<file path="src/rtl/dpram_sync_clr_if.sv">
// Request/response bundle for dpram_sync_clr: write port, read port and status.
// The master drives requests; the slave (the RAM) returns registered read data and status.
interface dpram_sync_clr_if #(
  parameter int WIDTH = 16,
  parameter int ADDR  = 3
);
  logic                 wr;
  logic [WIDTH/8-1:0]   be;
  logic [ADDR-1:0]      wraddr;
  logic [WIDTH-1:0]     din;
  logic                 rd;
  logic [ADDR-1:0]      rdaddr;
  logic [WIDTH-1:0]     dout;
  logic                 rd_valid;
  logic                 busy;
  logic                 oor;

  modport master (
    output wr, be, wraddr, din, rd, rdaddr,
    input  dout, rd_valid, busy, oor
  );

  modport slave (
    input  wr, be, wraddr, din, rd, rdaddr,
    output dout, rd_valid, busy, oor
  );
endinterface

</file>
<file path="src/rtl/dpram_sync_clr.sv">
// Single-clock dual-port RAM with byte-enable writes, selectable read-during-write
// policy and a clear engine that zeroes every word after each reset.
module dpram_sync_clr #(
  parameter int WIDTH    = 16,
  parameter int DEPTH    = 8,
  parameter int ADDR     = 3,
  parameter int RDW_MODE = 0
) (
  input  logic             clk,
  input  logic             rst,
  dpram_sync_clr_if.slave  bus
);
  localparam int              NB      = WIDTH / 8;
  localparam logic [ADDR:0]   DEPTH_W = (ADDR+1)'(DEPTH);
  localparam logic [ADDR-1:0] LAST    = ADDR'(DEPTH - 1);

  typedef enum logic {CLEAR, IDLE} state_t;

  state_t            state_q;
  logic [ADDR-1:0]   ptr_q;
  logic              busy_q;
  logic              rd_valid_q;
  logic              oor_q;
  logic [WIDTH-1:0]  dout_q;
  logic [WIDTH-1:0]  mem [DEPTH];

  logic              wr_ok;
  logic              rd_ok;
  logic              oor_d;
  logic [ADDR-1:0]   rd_idx;
  logic [WIDTH-1:0]  rd_old;
  logic [WIDTH-1:0]  dout_d;

  function automatic logic in_range(input logic [ADDR-1:0] a);
    return {1'b0, a} < DEPTH_W;
  endfunction

  function automatic logic [WIDTH-1:0] merge_bytes(input logic [WIDTH-1:0] old_w,
                                                   input logic [WIDTH-1:0] new_w,
                                                   input logic [NB-1:0]    en);
    logic [WIDTH-1:0] r;
    r = old_w;
    for (int k = 0; k < NB; k++) begin
      if (en[k]) r[8*k +: 8] = new_w[8*k +: 8];
    end
    return r;
  endfunction

  always_comb begin
    wr_ok  = (state_q == IDLE) && bus.wr && in_range(bus.wraddr);
    rd_ok  = (state_q == IDLE) && bus.rd && in_range(bus.rdaddr);
    oor_d  = (state_q == IDLE) &&
             ((bus.wr && !in_range(bus.wraddr)) || (bus.rd && !in_range(bus.rdaddr)));
    rd_idx = in_range(bus.rdaddr) ? bus.rdaddr : '0;
    rd_old = mem[rd_idx];
    dout_d = '0;
    // Write-first forwards the merged word; out-of-range reads return zero.
    if (rd_ok) begin
      if (RDW_MODE != 0 && wr_ok && bus.wraddr == bus.rdaddr)
        dout_d = merge_bytes(rd_old, bus.din, bus.be);
      else
        dout_d = rd_old;
    end
  end

  // Array storage is never reset; the clear engine owns it while in CLEAR.
  always_ff @(posedge clk) begin
    if (state_q == CLEAR) begin
      mem[ptr_q] <= '0;
    end else if (wr_ok) begin
      for (int k = 0; k < NB; k++) begin
        if (bus.be[k]) mem[bus.wraddr][8*k +: 8] <= bus.din[8*k +: 8];
      end
    end
  end

  always_ff @(posedge clk or posedge rst) begin
    if (rst) begin
      state_q    <= CLEAR;
      ptr_q      <= '0;
      busy_q     <= 1'b1;
      dout_q     <= '0;
      rd_valid_q <= 1'b0;
      oor_q      <= 1'b0;
    end else begin
      rd_valid_q <= 1'b0;
      oor_q      <= 1'b0;
      case (state_q)
        CLEAR: begin
          // Pointer stops at the last word instead of wrapping.
          if (ptr_q == LAST) begin
            state_q <= IDLE;
            busy_q  <= 1'b0;
          end else begin
            ptr_q <= ptr_q + 1'b1;
          end
        end
        IDLE: begin
          oor_q <= oor_d;
          if (bus.rd) begin
            rd_valid_q <= 1'b1;
            dout_q     <= dout_d;
          end
        end
        default: state_q <= CLEAR;
      endcase
    end
  end

  assign bus.dout     = dout_q;
  assign bus.rd_valid = rd_valid_q;
  assign bus.busy     = busy_q;
  assign bus.oor      = oor_q;
endmodule

</file>
<file path="src/flat_wrapper.sv">
// flat-port wrapper written by rule: the top's interface ports become plain ports
module dpram_sync_clr_flat 
#(
  parameter int WIDTH    = 16,
  parameter int DEPTH    = 8,
  parameter int ADDR     = 3,
  parameter int RDW_MODE = 0
)
  (clk, rst, bus_wr, bus_be, bus_wraddr, bus_din, bus_rd, bus_rdaddr, bus_dout, bus_rd_valid, bus_busy, bus_oor);
  dpram_sync_clr_if #(.WIDTH(WIDTH), .ADDR(ADDR)) bus_i ();
  input  logic clk;
  input  logic rst;
  input wire logic [$bits(bus_i.wr)-1:0] bus_wr;
  input wire logic [$bits(bus_i.be)-1:0] bus_be;
  input wire logic [$bits(bus_i.wraddr)-1:0] bus_wraddr;
  input wire logic [$bits(bus_i.din)-1:0] bus_din;
  input wire logic [$bits(bus_i.rd)-1:0] bus_rd;
  input wire logic [$bits(bus_i.rdaddr)-1:0] bus_rdaddr;
  output wire logic [$bits(bus_i.dout)-1:0] bus_dout;
  output wire logic [$bits(bus_i.rd_valid)-1:0] bus_rd_valid;
  output wire logic [$bits(bus_i.busy)-1:0] bus_busy;
  output wire logic [$bits(bus_i.oor)-1:0] bus_oor;
  assign bus_i.wr = bus_wr;
  assign bus_i.be = bus_be;
  assign bus_i.wraddr = bus_wraddr;
  assign bus_i.din = bus_din;
  assign bus_i.rd = bus_rd;
  assign bus_i.rdaddr = bus_rdaddr;
  assign bus_dout = bus_i.dout;
  assign bus_rd_valid = bus_i.rd_valid;
  assign bus_busy = bus_i.busy;
  assign bus_oor = bus_i.oor;
  dpram_sync_clr #(.WIDTH(WIDTH), .DEPTH(DEPTH), .ADDR(ADDR), .RDW_MODE(RDW_MODE)) u_core (.clk(clk), .rst(rst), .bus(bus_i));
endmodule
</file>
<file path="config.mk">
export PLATFORM = sky130hd
export DESIGN_NAME = dpram_sync_clr_flat
export DESIGN_NICKNAME = d
export VERILOG_FILES = /design/src/rtl/dpram_sync_clr_if.sv /design/src/rtl/dpram_sync_clr.sv /design/src/flat_wrapper.sv
export SDC_FILE = /design/constraint.sdc
export NUM_CORES = 1
export LEC_CHECK = 0
export ABC_AREA = 1
export BUFFER_PORTS_ARGS = -buffer_cell sky130_fd_sc_hd__buf_2
export CAP_MARGIN = 20
export CORE_UTILIZATION = 55
export DETAILED_ROUTE_END_ITERATION = 6
export GPL_TIMING_DRIVEN = 1
export MAX_ROUTING_LAYER = met4
export PLACE_DENSITY = 0.74
export SLEW_MARGIN = 20
export SYNTH_ARGS = -nofsm -noshare
export SYNTH_HDL_FRONTEND = slang
export SYNTH_SLANG_ARGS = --single-unit
</file>
<file path="constraint.sdc">
create_clock -name clk -period 4.34 [get_ports clk]
set_input_delay 0.868 -clock clk [delete_from_list [all_inputs] [get_ports clk]]
set_output_delay 0.868 -clock clk [all_outputs]
set_load 0.03 [all_outputs]
</file>
==> results summary <==
The flow ran to the end, but the final reports show violations. The final reports fail on DRC. The routability congestion estimate from global placement is 0.792. The cell class contributing the biggest share of worst-path delay is simple AND/OR/NAND/NOR gates. The count of buffering cells on the critical path with inverters included came out at 1. The total of cells resized after clock tree synthesis is 0. The share of layout cells above drive strength 1 is 13.0%. The library cell used as clock root buffer is clkbuf_16. Of all nets on the critical path, the largest fanout is 8. The final core utilization is 65.1%. The number of violations of the max-capacitance limit came out at 0. After clock tree synthesis, the clock-pin slew on the worst setup and hold paths is 0.06 ns.

The sink count of the clock tree is 150. Across all layers, the routed design uses 4592 vias. The placeable core region came out at 0.0116 sq mm.

The relative slew slack came out at 30.4%. For the finished layout, the period the worst path requires is 2.33 ns. The overall routing resource usage is 25.8%. The critical path is of the input pin to flip-flop type. Traced cell by cell, the critical path runs through buf_2, nand3_4, nand2_4, nand2_1, nand2_2, nand3_1, nor2_1. The remaining antenna violation count is 0.

The residual overflow from global routing came out at 0. The proportion of synthesized flip-flops having asynchronous set or reset is 14.7%. The cell area after technology mapping came out at 0.00658 sq mm. The logic depth of the worst register-to-register path came out at 6. The y dimension of the die came out at 111 um. The required time at the worst-slack endpoint came out at 4.38 ns. The aggregate routed wire length is 14.4 mm. The pre-CTS setup slack is 1.58 ns. The net count after synthesis came out at 694. The initial cell density of the core came out at 56.9%. In the synthesized netlist, the number of instances is 664. The placed standard-cell area is 0.00690 sq mm. The number of global-route vias before repair was 4553. The average vias per placed instance came out at 5.33.

The die area came out at 0.0124 sq mm. The endpoint identified for the worst register-to-register timing path is u_core.mem[4][3]. TritonCTS built the clock tree. The die boundary width is 111 um. In this run the power spent charging and discharging nets is 737 uW. The post-route clock skew is 0.00593 ns. The top achievable clock speed came out at 428 MHz. The library cell used most frequently in the layout, excluding fill and tap cells, is nand2_1. In the layout the commonest cells are nand2_1 (200), edfxtp_1 (128), inv_1 (121).

The minimum hold slack came out at 0.402 ns. The flip-flop and latch count after synthesis is 150. The per-cell routed wire length is 16.7 um. The worst setup path is launched from an input pin. The count of antenna diodes in the layout is 0. The total count of hold-check failures in the final report is 0. The total power density per cell area is 453 mW/mm^2. The number of nets at the end of the flow is 735. The transition time of the tightest slew-check pin is 1.04 ns. The worst min-delay path class is input pin to async pin.

The detailed-router iteration count before antenna repair came out at 7. The HPWL after detailed placement is 8.50 mm. The maximum cell stage delay along the critical path came out at 0.80 ns. The violation count after the first detailed-routing iteration is 440. The total of hold buffers inserted after clock tree synthesis came out at 0. The worst register-to-register path begins at u_core.state_q. The max-slew violation total from the final report is 0. The static leakage is 3.44 nW. The number of setup buffers added after CTS is 0. The maximum resistive drop on vdd came out at 0.255 mV.

The register share of total power is 47.3%. The deepest level of the CTS H-tree is 4. The nature of the critical path endpoint is a flip-flop.

The maximum number of pins on one net before global-route repair came out at 65. For the worst-skew pair, the clock arrives at the later sink with an insertion delay of 0.42 ns. The standard cell with the maximum stage delay on the critical path is nor2_1.

The post-synthesis to final-layout area growth came out at 14.3%. The row count is 39. The internal power is 2.67 mW. The first-pass GRT wire length came out at 23.0 mm.

The share of total power dissipated in combinational logic is 7.4%. The worst endpoint data arrival time is 2.37 ns. The internal reg-to-reg setup slack is 2.07 ns.

The warning count from the yosys run came out at 0. The share of power burned in the clock network came out at 45.3%. The number of setup violations in the final report came out at 0.

The number of port buffers came out at 45. The final instance area came out at 0.00752 sq mm. The number of remaining DRC errors came out at 15. In this run, CTS created clock tree buffers numbering 17.

Sequential cells were found to cover 66.8% of the synthesized design area. No sink is reached through more buffers than the 2 on the longest clock path. The total I/O pin count came out at 47. The post-layout worst setup margin is 2.01 ns. The average instance in the mapped netlist occupies 9.92 sq um. The synthesized netlist contains 22 unique library cells. The number of antenna violations at the first check in global routing came to 0. The ratio of final minimum period to clock period came out at 53.8%. Of the total power, the share spent switching nets is 21.6%. The count of flip-flops with a built-in enable after synthesis is 128. The flip-flop cell with the highest count after synthesis is edfxtp_1. Setup repair after global routing left no endpoint under its margin. The total negative slack is 0 ns.
==> logic make-up (layout without fill, tap and decap cells) <==
group	Yosys count	count (layout)	share of synthesized area (%)
adders and majority gates	2	2	0.380
buffers and inverters	152	206	9.20
AOI/OAI and AO/OA	5	5	0.418
other	1	1	0.0570
xor gates and xnor gates	1	1	0.133
and+or+nand+nor	353	353	23.1
DFF	150	150	66.8
==> per-layer routing <==
metal	vias up	track usage, %	wire length (um)
li1	2187	-	-
met5	-	-	0
met1	2132	32.8	5900
met4	0	11.6	286
met2	246	39.5	6980
met3	27	6.31	1250
==> cell type report <==
cell class                 instances  area (sq um)
clock buffer                      23           478
sequential                       150          4400
inverter                         125           470
tap                              143           179
timing repair buffer              49           270
fill                             866          4040
clock inverter                     9           148
multi-input combinational        362          1580
==> worst reg2reg max path: cells and delay by family, from the launching register on <==
kind / cells / cell delay, ns
AND/OR/NAND/NOR: 6 / 1.38
flip-flops: 1 / 0.50
==> flip-flops by register name (all words and copies together), names as in the netlist <==
register and flops:
u_core.state_q 1, u_core.mem 128, u_core.ptr_q 3, u_core.bus.rd_valid 1
u_core.bus.dout 16, u_core.bus.busy 1
==> metrics by stage <==
step | total power, mW | instances
4_1_cts | 3.41 | 861
5_1_grt | 3.50 | 861
6_report | 3.41 | 861
2_1_floorplan | 1.81 | 664
3_3_place_gp | 1.88 | 827
3_5_place_dp | 1.89 | 829
==> cell usage after synthesis, types with 3 or more instances <==
master	n	area (sq um)
nand2_1	200	751
edfxtp_1	128	3840
inv_1	122	458
nand3_1	109	546
nor2_1	33	124
dfrtp_1	21	526
buf_2	13	65.1
clkbuf_1	11	41.3
nand2_2	7	43.8
inv_2	3	11.3
==> worst max path at each step <==
stage | from | to | slack, ns | cells past startpoint
3_3_place_gp | bus_rdaddr[1] | u_core.bus.dout[14] | 1.63 | 7
2_1_floorplan | bus_be[0] | u_core.mem[0][0] | 2.28 | 6
5_1_grt | bus_wr | u_core.mem[6][10] | 1.89 | 7
4_1_cts | bus_wr | u_core.mem[5][10] | 2.01 | 7
6_report | bus_wr | u_core.mem[4][3] | 2.01 | 7
3_5_place_dp | bus_wr | u_core.mem[5][12] | 1.58 | 7
==> power by group through the flow <==
| stage | clock [mW] | combinational [mW] | sequential [mW] |
|---|---|---|---|
| final | 1.54 | 0.252 | 1.61 |
| after global routing | 1.61 | 0.277 | 1.61 |
| after CTS | 1.55 | 0.251 | 1.61 |
| after detailed placement | 0 | 0.249 | 1.64 |
| after global placement | 0 | 0.240 | 1.64 |
| after floorplan | 0 | 0.135 | 1.67 |
Power figures use the tool's default switching activity.
